**src/rtl/mshr_miss_queue_if.sv**
```systemverilog
// Bundles the miss-capture bus, the status flags, the line-fill
// notification and the replay handshake of the MSHR miss queue.
// The producer/consumer side (memory stage 2 plus pipeline) uses the
// master modport; the queue itself uses the slave modport.
interface mshr_miss_queue_if;
    // Miss capture from memory stage 2
    logic        miss_valid_i;
    logic [26:0] miss_addr_i;
    logic [4:0]  miss_latency_i;
    logic [2:0]  miss_warp_ID_i;
    logic [1:0]  miss_scb_ID_i;
    logic [4:0]  miss_reg_addr_i;
    logic [7:0]  miss_thread_mask_i;
    logic        miss_is_write_i;

    // Occupancy status
    logic        full_o;
    logic [3:0]  count_o;
    logic        overflow_o;

    // Line-fill notification to the cache latency emulator
    logic        fill_valid_o;
    logic [26:0] fill_addr_o;

    // Replay back into the memory pipeline
    logic        replay_valid_o;
    logic        replay_ready_i;
    logic [26:0] replay_addr_o;
    logic [2:0]  replay_warp_ID_o;
    logic [1:0]  replay_scb_ID_o;
    logic [4:0]  replay_reg_addr_o;
    logic [7:0]  replay_thread_mask_o;
    logic        replay_is_write_o;

    modport master (
        output miss_valid_i, miss_addr_i, miss_latency_i, miss_warp_ID_i,
               miss_scb_ID_i, miss_reg_addr_i, miss_thread_mask_i, miss_is_write_i,
               replay_ready_i,
        input  full_o, count_o, overflow_o, fill_valid_o, fill_addr_o,
               replay_valid_o, replay_addr_o, replay_warp_ID_o, replay_scb_ID_o,
               replay_reg_addr_o, replay_thread_mask_o, replay_is_write_o
    );

    modport slave (
        input  miss_valid_i, miss_addr_i, miss_latency_i, miss_warp_ID_i,
               miss_scb_ID_i, miss_reg_addr_i, miss_thread_mask_i, miss_is_write_i,
               replay_ready_i,
        output full_o, count_o, overflow_o, fill_valid_o, fill_addr_o,
               replay_valid_o, replay_addr_o, replay_warp_ID_o, replay_scb_ID_o,
               replay_reg_addr_o, replay_thread_mask_o, replay_is_write_o
    );
endinterface

```
**src/rtl/mshr_miss_queue.sv**
```systemverilog
// Miss-status holding queue. Each entry captures one coalesced miss,
// counts down its emulated latency, issues a one-cycle line-fill
// notification through a shared fill port, then replays the request
// (warp, scoreboard, register, thread mask) back into the pipeline.
// Both shared ports use fixed lowest-index priority; the replay port
// locks its selection while a presented request is stalled.
module mshr_miss_queue #(
    parameter int ENTRIES = 4
) (
    input  logic             clk,
    input  logic             resetb,
    mshr_miss_queue_if.slave bus
);
    localparam int IW = (ENTRIES > 1) ? $clog2(ENTRIES) : 1;

    typedef enum logic [1:0] {
        ST_FREE  = 2'd0,
        ST_WAIT  = 2'd1,
        ST_FILL  = 2'd2,
        ST_READY = 2'd3
    } entry_state_e;

    // Per-entry views exported from the generate blocks
    entry_state_e st_arr   [ENTRIES];
    logic [26:0]  addr_arr [ENTRIES];
    logic [2:0]   warp_arr [ENTRIES];
    logic [1:0]   scb_arr  [ENTRIES];
    logic [4:0]   rga_arr  [ENTRIES];
    logic [7:0]   mask_arr [ENTRIES];
    logic         wr_arr   [ENTRIES];

    // Shared arbitration / status
    logic [IW-1:0] alloc_idx;
    logic [IW-1:0] fill_idx;
    logic [IW-1:0] ready_idx;
    logic [IW-1:0] replay_idx;
    logic          any_fill;
    logic          any_ready;
    logic [3:0]    count;
    logic          full;
    logic          alloc_en;
    logic          replay_fire;

    // Replay selection lock and sticky overflow
    logic          hold_reg;
    logic          hold_next;
    logic [IW-1:0] hold_idx_reg;
    logic [IW-1:0] hold_idx_next;
    logic          overflow_reg;
    logic          overflow_next;

    // Scan entries: lowest-index FREE / FILL / READY entry and occupancy.
    // Iterating from the top down lets the lowest index win.
    always_comb begin
        alloc_idx = '0;
        fill_idx  = '0;
        ready_idx = '0;
        any_fill  = 1'b0;
        any_ready = 1'b0;
        count     = 4'd0;
        for (int i = ENTRIES - 1; i >= 0; i--) begin
            if (st_arr[i] == ST_FREE) begin
                alloc_idx = IW'(i);
            end
            if (st_arr[i] == ST_FILL) begin
                any_fill = 1'b1;
                fill_idx = IW'(i);
            end
            if (st_arr[i] == ST_READY) begin
                any_ready = 1'b1;
                ready_idx = IW'(i);
            end
            if (st_arr[i] != ST_FREE) begin
                count = count + 4'd1;
            end
        end
    end

    // Allocation uses the pre-edge FREE set only, so an entry freed by a
    // replay on this edge is not reused until the following edge.
    always_comb begin
        full        = (count == 4'(ENTRIES));
        alloc_en    = bus.miss_valid_i && !full;
        replay_idx  = hold_reg ? hold_idx_reg : ready_idx;
        replay_fire = any_ready && bus.replay_ready_i;
    end

    // Lock the presented replay while it is stalled; track overflow
    always_comb begin
        hold_next     = any_ready && !bus.replay_ready_i;
        hold_idx_next = hold_next ? replay_idx : '0;
        overflow_next = overflow_reg || (bus.miss_valid_i && full);
    end

    // Replay lock and sticky overflow registers
    always_ff @(posedge clk or negedge resetb) begin
        if (!resetb) begin
            hold_reg     <= 1'b0;
            hold_idx_reg <= '0;
            overflow_reg <= 1'b0;
        end else begin
            hold_reg     <= hold_next;
            hold_idx_reg <= hold_idx_next;
            overflow_reg <= overflow_next;
        end
    end

    for (genvar gi = 0; gi < ENTRIES; gi++) begin : g_entry
        entry_state_e state_reg;
        entry_state_e state_next;
        logic [4:0]   cnt_reg;
        logic [4:0]   cnt_next;
        logic [26:0]  addr_reg;
        logic [2:0]   warp_reg;
        logic [1:0]   scb_reg;
        logic [4:0]   rga_reg;
        logic [7:0]   mask_reg;
        logic         wr_reg;
        logic         alloc_hit;
        logic         fill_grant;
        logic         replay_done;

        assign alloc_hit   = alloc_en    && (alloc_idx  == IW'(gi));
        assign fill_grant  = any_fill    && (fill_idx   == IW'(gi));
        assign replay_done = replay_fire && (replay_idx == IW'(gi));

        // Entry lifecycle: FREE -> WAIT (count down) -> FILL -> READY -> FREE
        always_comb begin
            state_next = state_reg;
            cnt_next   = cnt_reg;
            case (state_reg)
                ST_FREE: begin
                    if (alloc_hit) begin
                        state_next = ST_WAIT;
                        cnt_next   = bus.miss_latency_i;
                    end
                end
                ST_WAIT: begin
                    if (cnt_reg == 5'd0) begin
                        state_next = ST_FILL;
                    end else begin
                        cnt_next = cnt_reg - 5'd1;
                    end
                end
                ST_FILL: begin
                    if (fill_grant) begin
                        state_next = ST_READY;
                    end
                end
                ST_READY: begin
                    if (replay_done) begin
                        state_next = ST_FREE;
                    end
                end
                default: begin
                    state_next = ST_FREE;
                end
            endcase
        end

        // Entry state and countdown registers; reset discards the entry
        always_ff @(posedge clk or negedge resetb) begin
            if (!resetb) begin
                state_reg <= ST_FREE;
                cnt_reg   <= 5'd0;
            end else begin
                state_reg <= state_next;
                cnt_reg   <= cnt_next;
            end
        end

        // Captured miss context; only meaningful while the entry is busy
        always_ff @(posedge clk) begin
            if (alloc_hit) begin
                addr_reg <= bus.miss_addr_i;
                warp_reg <= bus.miss_warp_ID_i;
                scb_reg  <= bus.miss_scb_ID_i;
                rga_reg  <= bus.miss_reg_addr_i;
                mask_reg <= bus.miss_thread_mask_i;
                wr_reg   <= bus.miss_is_write_i;
            end
        end

        assign st_arr[gi]   = state_reg;
        assign addr_arr[gi] = addr_reg;
        assign warp_arr[gi] = warp_reg;
        assign scb_arr[gi]  = scb_reg;
        assign rga_arr[gi]  = rga_reg;
        assign mask_arr[gi] = mask_reg;
        assign wr_arr[gi]   = wr_reg;
    end

    // Output ports: registered state only; data fields forced to 0 when idle
    always_comb begin
        bus.full_o               = full;
        bus.count_o              = count;
        bus.overflow_o           = overflow_reg;
        bus.fill_valid_o         = any_fill;
        bus.fill_addr_o          = any_fill ? addr_arr[fill_idx] : 27'd0;
        bus.replay_valid_o       = any_ready;
        bus.replay_addr_o        = 27'd0;
        bus.replay_warp_ID_o     = 3'd0;
        bus.replay_scb_ID_o      = 2'd0;
        bus.replay_reg_addr_o    = 5'd0;
        bus.replay_thread_mask_o = 8'd0;
        bus.replay_is_write_o    = 1'b0;
        if (any_ready) begin
            bus.replay_addr_o        = addr_arr[replay_idx];
            bus.replay_warp_ID_o     = warp_arr[replay_idx];
            bus.replay_scb_ID_o      = scb_arr[replay_idx];
            bus.replay_reg_addr_o    = rga_arr[replay_idx];
            bus.replay_thread_mask_o = mask_arr[replay_idx];
            bus.replay_is_write_o    = wr_arr[replay_idx];
        end
    end
endmodule

```
**src/flat_wrapper.sv**
```systemverilog
// flat-port wrapper written by rule: the top's interface ports become plain ports
module mshr_miss_queue_flat 
#(
    parameter int ENTRIES = 4
)
  (clk, resetb, bus_miss_valid_i, bus_miss_addr_i, bus_miss_latency_i, bus_miss_warp_ID_i, bus_miss_scb_ID_i, bus_miss_reg_addr_i, bus_miss_thread_mask_i, bus_miss_is_write_i, bus_replay_ready_i, bus_full_o, bus_count_o, bus_overflow_o, bus_fill_valid_o, bus_fill_addr_o, bus_replay_valid_o, bus_replay_addr_o, bus_replay_warp_ID_o, bus_replay_scb_ID_o, bus_replay_reg_addr_o, bus_replay_thread_mask_o, bus_replay_is_write_o);
  mshr_miss_queue_if bus_i ();
  input  logic clk;
  input  logic resetb;
  input wire logic [$bits(bus_i.miss_valid_i)-1:0] bus_miss_valid_i;
  input wire logic [$bits(bus_i.miss_addr_i)-1:0] bus_miss_addr_i;
  input wire logic [$bits(bus_i.miss_latency_i)-1:0] bus_miss_latency_i;
  input wire logic [$bits(bus_i.miss_warp_ID_i)-1:0] bus_miss_warp_ID_i;
  input wire logic [$bits(bus_i.miss_scb_ID_i)-1:0] bus_miss_scb_ID_i;
  input wire logic [$bits(bus_i.miss_reg_addr_i)-1:0] bus_miss_reg_addr_i;
  input wire logic [$bits(bus_i.miss_thread_mask_i)-1:0] bus_miss_thread_mask_i;
  input wire logic [$bits(bus_i.miss_is_write_i)-1:0] bus_miss_is_write_i;
  input wire logic [$bits(bus_i.replay_ready_i)-1:0] bus_replay_ready_i;
  output wire logic [$bits(bus_i.full_o)-1:0] bus_full_o;
  output wire logic [$bits(bus_i.count_o)-1:0] bus_count_o;
  output wire logic [$bits(bus_i.overflow_o)-1:0] bus_overflow_o;
  output wire logic [$bits(bus_i.fill_valid_o)-1:0] bus_fill_valid_o;
  output wire logic [$bits(bus_i.fill_addr_o)-1:0] bus_fill_addr_o;
  output wire logic [$bits(bus_i.replay_valid_o)-1:0] bus_replay_valid_o;
  output wire logic [$bits(bus_i.replay_addr_o)-1:0] bus_replay_addr_o;
  output wire logic [$bits(bus_i.replay_warp_ID_o)-1:0] bus_replay_warp_ID_o;
  output wire logic [$bits(bus_i.replay_scb_ID_o)-1:0] bus_replay_scb_ID_o;
  output wire logic [$bits(bus_i.replay_reg_addr_o)-1:0] bus_replay_reg_addr_o;
  output wire logic [$bits(bus_i.replay_thread_mask_o)-1:0] bus_replay_thread_mask_o;
  output wire logic [$bits(bus_i.replay_is_write_o)-1:0] bus_replay_is_write_o;
  assign bus_i.miss_valid_i = bus_miss_valid_i;
  assign bus_i.miss_addr_i = bus_miss_addr_i;
  assign bus_i.miss_latency_i = bus_miss_latency_i;
  assign bus_i.miss_warp_ID_i = bus_miss_warp_ID_i;
  assign bus_i.miss_scb_ID_i = bus_miss_scb_ID_i;
  assign bus_i.miss_reg_addr_i = bus_miss_reg_addr_i;
  assign bus_i.miss_thread_mask_i = bus_miss_thread_mask_i;
  assign bus_i.miss_is_write_i = bus_miss_is_write_i;
  assign bus_i.replay_ready_i = bus_replay_ready_i;
  assign bus_full_o = bus_i.full_o;
  assign bus_count_o = bus_i.count_o;
  assign bus_overflow_o = bus_i.overflow_o;
  assign bus_fill_valid_o = bus_i.fill_valid_o;
  assign bus_fill_addr_o = bus_i.fill_addr_o;
  assign bus_replay_valid_o = bus_i.replay_valid_o;
  assign bus_replay_addr_o = bus_i.replay_addr_o;
  assign bus_replay_warp_ID_o = bus_i.replay_warp_ID_o;
  assign bus_replay_scb_ID_o = bus_i.replay_scb_ID_o;
  assign bus_replay_reg_addr_o = bus_i.replay_reg_addr_o;
  assign bus_replay_thread_mask_o = bus_i.replay_thread_mask_o;
  assign bus_replay_is_write_o = bus_i.replay_is_write_o;
  mshr_miss_queue #(.ENTRIES(ENTRIES)) u_core (.clk(clk), .resetb(resetb), .bus(bus_i));
endmodule
```
**config.mk**
```make
export PLATFORM = sky130hd
export DESIGN_NAME = mshr_miss_queue_flat
export DESIGN_NICKNAME = d
export VERILOG_FILES = /design/src/rtl/mshr_miss_queue_if.sv /design/src/rtl/mshr_miss_queue.sv /design/src/flat_wrapper.sv
export SDC_FILE = /design/constraint.sdc
export NUM_CORES = 1
export LEC_CHECK = 0
export CORE_UTILIZATION = 48
export CTS_CLUSTER_DIAMETER = 120
export CTS_CLUSTER_SIZE = 28
export DETAILED_ROUTE_END_ITERATION = 7
export PLACE_DENSITY = 0.76
export SYNTH_ARGS = -nofsm -noshare
export SYNTH_HDL_FRONTEND = slang
export SYNTH_SLANG_ARGS = --single-unit
```
**constraint.sdc**
```tcl
create_clock -name clk -period 4.05 [get_ports clk]
set_input_delay 0.81 -clock clk [delete_from_list [all_inputs] [get_ports clk]]
set_output_delay 0.81 -clock clk [all_outputs]
set_load 0.005 [all_outputs]
```
==> results.sh <==
export IMPL_cp_max_fo=23
export IMPL_clk_transition_reported_paths_ps=110
export IMPL_drt_initial_drc_count=433
export IMPL_rsz0062_at_grt="false"
export IMPL_post_route_util_pct=60.3
export IMPL_power_total_mw=12.5
export IMPL_clock_latency_ps=470
export IMPL_worstSetupPathType="reg2out"
export IMPL_fin_worst_skew_ps=18.2
export IMPL_tns_ps=0
export IMPL_seqCellArea_sq_mm=0.00633
export IMPL_drive_above_1_share_pct=12.9
export IMPL_nNetsFinal=928
export IMPL_worstPathRequired_ps=3240
export IMPL_final_common_cell="edfxtp_1"
export IMPL_met3WireLength_mm=1.53
export IMPL_dp_hpwl_mm=14.7
export IMPL_pre_cts_ws_ps=517
export IMPL_tightest_slew_ps=582
export IMPL_drc=0
export IMPL_ir_worst_vdd_v=0.000831
export IMPL_num_rows=52
export IMPL_avgViaCountPerCell=5.89
export IMPL_die_x_microns=147
export IMPL_report_final_slew_viol_count=0
export IMPL_grt_max_degree=48
export IMPL_met2_wirelength_mm=11.6
export IMPL_hold_viol=0
export IMPL_drt_pass1_iterations=4
export IMPL_ys_flop_type="edfxtp_1"
export IMPL_ios=136
export IMPL_synth_area_leaders="edfxtp_1, mux4_2, dfrtp_1"
export IMPL_holdWs_ps=469
export IMPL_start_kind="flop"
export IMPL_die_h_microns=147
export IMPL_pwr_density_cell_mw_per_mm2=1020
export IMPL_numPortBuffers=134
export IMPL_p_leak_nw=4.26
export IMPL_layoutNonFillerInstCount=1117
export IMPL_avgSynthCellArea_sq_um=14.4
export IMPL_highest_layer="met5"
export IMPL_grtUsageTotal_pct=21.3
export IMPL_status="completed"
export IMPL_antenna_found_initial=2
export IMPL_finalCritPeriodShare_pct=96.5
export IMPL_vias=6578
export IMPL_largest_reg_flops=108
export IMPL_arrival_ps=3100
export IMPL_setup_viol=0
export IMPL_fmax_ghz=0.256
export IMPL_seq_area_frac_synth_pct=62.5
export IMPL_overflow=0
export IMPL_multiInputGateArea_sq_mm=0.00355
export IMPL_synth_nets=789
export IMPL_cts_sinks=216
export IMPL_wirelength_mm=23.3
export IMPL_yosysTopAreaCellShare_pct=54.6
export IMPL_relSlewSlack_pct=61.2
export IMPL_gp_congestion=0.804
export IMPL_hp_class="reg2reg"
export IMPL_synth_edf_count=184
export IMPL_core_area_sq_mm=0.0204
export IMPL_wl_met1_mm=9.59
export IMPL_area_growth_syn_to_layout_pct=21.6
export IMPL_fin_crit_ps=3910
export IMPL_fin_ws_ps=141
export IMPL_ant_nets=0
export IMPL_ys_ff_latch=216
export IMPL_fp_dieArea_sq_mm=0.0217
export IMPL_grt_pass1_wl_mm=35.8
export IMPL_synth_area_leader_cell="edfxtp_1"
export IMPL_placed_area_sq_mm=0.0119
export IMPL_cts_buffers=11
export IMPL_root_buffer="clkbuf_16"
export IMPL_syn_area_sq_mm=0.0101
export IMPL_ys_types=56
export IMPL_wl_per_cell_microns=20.9
export IMPL_cts_tree="built"
export IMPL_end_kind="output pin"
export IMPL_place_inst=1094
export IMPL_cap_violations=0
export IMPL_n_fill_cell=1557
export IMPL_htreeDepth=1
export IMPL_start_util_pct=49.6
export IMPL_async_reset_ff_share_pct=14.8
export IMPL_yosysWarnings=0
export IMPL_clockBufferDepth=3
export IMPL_synthCells=703
export IMPL_final_area_sq_mm=0.0123
export IMPL_grt_pass1_vias=6699
export IMPL_mostFrequentLayoutCells="edfxtp_1, clkdlybuf4s50_1, nand2_1"
cell families after synthesis:
kind of cell               Yosys count  synth area share [%]
AOI/OAI and AO/OA                  134                  9.23
xor gates and xnor gates             3                 0.259
adders and majority gates           31                  3.83
buffers and inverters               71                  3.05
DFF                                216                  62.5
muxes                               58                  11.5
other                                1                0.0370
and+or+nand+nor                    189                  9.67
where the power goes:
part	leakage (nW)	total (mW)	internal, mW	switching, mW
Combinational	2.05	7.77	4.07	3.70
Clock	0.146	1.17	0.513	0.656
Sequential	2.06	3.58	3.25	0.333
Total	4.26	12.5	7.83	4.69
synthesized netlist by cell type (all sizes together), types with 4 or more instances:
cell      n
edfxtp  184
nand2    76
and2     47
mux4     46
inv      33
dfrtp    32
ha       31
a31oi    30
o221ai   27
o21ai    24
clkbuf   23
a21oi    20
nor2     17
buf      15
nand3    11
o211ai    9
mux2i     8
nand3b    6
nand2b    5
nor3      5
o22ai     5
mux2      4
nor3b     4
final cells by class:
type                            instances  area share [%]
Sequential cell                       216            51.4
Clock inverter                          2           0.102
Multi-Input combinational cell        416            28.8
Clock buffer                           15            2.36
Antenna cell                            1          0.0203
Timing Repair Buffer                  164            13.6
Inverter                               33            1.01
Tap cell                              270            2.74
per-layer routing:
| layer | up-vias | track usage, % |
|---|---|---|
| met5 | - | 0 |
| met4 | 2 | 8.09 |
| met3 | 37 | 3.70 |
| met2 | 240 | 35.5 |
| met1 | 3313 | 27.9 |
| li1 | 2986 | - |
final timing paths:
check,cells after the start,to,slack [ps],from
min,1,u_core.bus.overflow_o$_DFF_PN0_,470,u_core.bus.overflow_o$_DFF_PN0_
max reg2reg,11,u_core.g_entry[2].cnt_reg[4]$_DFFE_PN0P_,950,u_core.g_entry[2].state_reg[0]$_DFFE_PN0P_
max,9,bus_replay_addr_o[5],140,u_core.g_entry[2].state_reg[0]$_DFFE_PN0P_
min in group asynchronous,2,u_core.g_entry[3].cnt_reg[3]$_DFFE_PN0P_,730,resetb
max in group asynchronous,2,u_core.bus.overflow_o$_DFF_PN0_,2980,resetb
min reg2reg,1,u_core.bus.overflow_o$_DFF_PN0_,470,u_core.bus.overflow_o$_DFF_PN0_
critical path: stages, from the launching register on:
cell	delay [ps]
dfrtp_1	430
ha_1	260
inv_1	70
a21oi_1	100
o31ai_4	170
buf_4	200
buf_12	250
mux4_2	540
and2_1	170
clkdlybuf4s50_1	440
repair_timing:
| item | CTS | global route |
|---|---|---|
| setup endpoints to repair | 2 | 61 |
| hold buffers | 0 | 0 |
| gates cloned | 0 | 2 |
| pin swaps | 0 | 2 |
| buffers inserted | 0 | 3 |
| gates resized for setup | 1 | 9 |
Power figures use the tool's default switching activity.
==> RTL change: new RTL, same flow settings <==
Reset style: synchronous (`resetb`), changed in 2 clocked blocks.
--- a/src/rtl/mshr_miss_queue.sv
+++ b/src/rtl/mshr_miss_queue.sv
@@ -95,3 +95,3 @@
     // Replay lock and sticky overflow registers
-    always_ff @(posedge clk or negedge resetb) begin
+    always_ff @(posedge clk) begin
         if (!resetb) begin
@@ -161,3 +161,3 @@
         // Entry state and countdown registers; reset discards the entry
-        always_ff @(posedge clk or negedge resetb) begin
+        always_ff @(posedge clk) begin
             if (!resetb) begin
Formal check against the unedited RTL: differs if resetb is asserted again (counterexample within 4 cycles, from zero or initial values and one cycle with resetb low); with resetb held inactive, the same outputs for 4 cycles.
==> RTL change against the unedited design <==
Fmax up 0.91%; routed wire length up 1.4%; register-to-register slack worse by 0.38 ns; final area up 1.1%; first-iteration DRC count up 1.6%; synthesized area up 1.9%; setup slack better by 0.035 ns; sequential cell count unchanged; critical endpoint is now bus_replay_addr_o[11].
Power is not compared: it rests on default switching activity, and its combinational part moved more than twofold at a synthesized area within 25%.
==> RTL change: results (changes against the unedited design) <==
Worst setup path
  • Worst Setup SP: u_core.g_entry[1].state_reg[0]
  • RR Startpoint: u_core.g_entry[3].state_reg[1]
  • Arrival time of the worst setup path: 3.06 ns (-0.04 ns)
  • Crit-path max FO: 28 (+22%)
  • Setup slack, reg-to-reg: 0.57 ns (-0.38 ns)
  • Max incr delay on CP: 0.45 ns (-0.09 ns)
  • Critical path's slowest cell: clkdlybuf4s50_1

Layout
  • Layout Nets: 961 (+3.6%)
  • Number of fill cells: 1603 (+3.0%)
  • Share of cells above drive strength 1: 0.148 (+0.0194)
  • Number of flip-flops in the largest register: 108 (unchanged)

Logic synthesis
  • Compound-cell area share of the yosys netlist: 0.116 (+0.0238)
  • Post-synthesis sequential area ratio: 0.598 (-0.0270)
  • Syn nets: 831 (+5.3%)
  • Xor/xnor cell area share of the yosys netlist: 0.00437 (+0.00177)
  • Multiplexer share of the synthesized area: 0.113 (-0.00139)
  • Synth top cells by count: edfxtp_1, nand2_1, and2_1, mux4_2, inv_1
  • Ranking of synthesized cells by area: edfxtp_1, mux4_2, dfxtp_1, ha_1, nand2_1
  • Post-Synth Adder-Cell Area: 0.0364 (-0.00192)

Routing
  • Routed length per placed instance: 20.5 um (-1.8%)
  • Total number of vias: 6798 (+3.3%)
  • First drt pass iteration count: 5 (+1)
  • 1st-iter DRT viols: 440 (+1.6%)

Place
  • Port bufs: 134 (unchanged)
  • RD Place Congestion: 0.857 (+6.5%)
  • Post-DP HPWL: 14500 um (-1.8%)

Timing
  • Worst-Margin Slew: 0.736 ns (+0.154 ns)
  • Setup TNS: 0 ns (unchanged)

Global route
  • Initial antenna violation count: 1 (-1)
  • First-pass GRT wire length: 36100 um (+0.87%)
  • Largest net degree at the start of global routing: 49 (+2.1%)
  • GRT Util Overall: 0.212 (-0.00107)
  • Number of global-route vias before repair: 6760 (+0.91%)

Power
  • Max VDD drop: 0.000278 V

Run status
  • Outcome: finished, final reports clean

Clocking
  • Clk slew on worst S/H paths: 0.13 ns (+0.02 ns)

Hold path
  • Worst Hold Launch: u_core.g_entry[2].state_reg[1]
-- RTL change: area by class of cell --
type,instances,area share
multi-input cells,450,0.314
clock inverters,1,0.000703
diodes,1,0.000201
flip-flops and latches,216,0.496
inverters,37,0.0111
clock buffers,13,0.0227
repair buffers,160,0.128
well taps,275,0.0276
-- RTL change: cell families (layout without fill, tap and decap cells) --
logic type | count (synthesis) | in the layout
AO/OA/AOI/OAI | 153 | 153
XOR/XNOR | 3 | 3
adder cells (fa/ha/maj) | 30 | 30
buffers and inverters | 80 | 211
flip-flops | 216 | 216
multiplexers | 59 | 59
other | 1 | 2
AND/OR/NAND/NOR | 204 | 204
-- RTL change: metal layers --
metal | up-vias | GRT usage | share of wire
met2 | 232 | 0.360 | 0.49
li1 | 3119 | - | -
met5 | - | 0 | 0
met4 | 0 | 0.0634 | 0.022
met3 | 38 | 0.0365 | 0.066
met1 | 3409 | 0.278 | 0.42
-- RTL change: worst paths after layout --
kind                                                        to  cells after the start
worst min-delay path            u_core.g_entry[2].state_reg[1]                      2
worst max-delay path                     bus_replay_addr_o[11]                      7
worst max register to register   u_core.g_entry[1].addr_reg[7]                     11
worst min register to register  u_core.g_entry[2].state_reg[1]                      2
-- RTL change: tightest hold or removal path, cell delays in order, from the launching register on --
cell     delay (ns)
dfxtp_2        0.36
nand2_1        0.05
mux2i_1        0.05
-- RTL change: power by group through the flow --
stage	Sequential [W]	Clock, W	Combinational, W
6_report	0.00308	0.00115	0.00323
2_1_floorplan	0.00306	0	0.00201
3_3_place_gp	0.00310	0	0.00310
5_1_grt	0.00312	0.00124	0.00351
4_1_cts	0.00307	0.00118	0.00321
3_5_place_dp	0.00312	0	0.00314
-- RTL change: repair_timing --
action,in CTS,in global routing
cloned,0,1
resized for setup,14,6
pin swaps,1,0
setup endpoints to repair,1,46
buffers inserted,2,1
-- RTL change: stage by stage --
| step | hold WS (ns) | cells | setup WS, ns | instance area, sq um | utilization |
|---|---|---|---|---|---|
| floorplan | 0.448 | 746 | 0.0171 | 10300 | - |
| detailed placement | 0.469 | 1134 | 0.217 | 12000 | 0.572 |
| CTS | 0.488 | 1150 | 0.00683 | 12400 | 0.590 |
| finish | 0.487 | 1153 | 0.176 | 12500 | 0.593 |
| global route | 0.516 | 1153 | 0.0519 | 12500 | 0.593 |
| global placement | 0.456 | 1134 | 0.282 | 12000 | 0.572 |
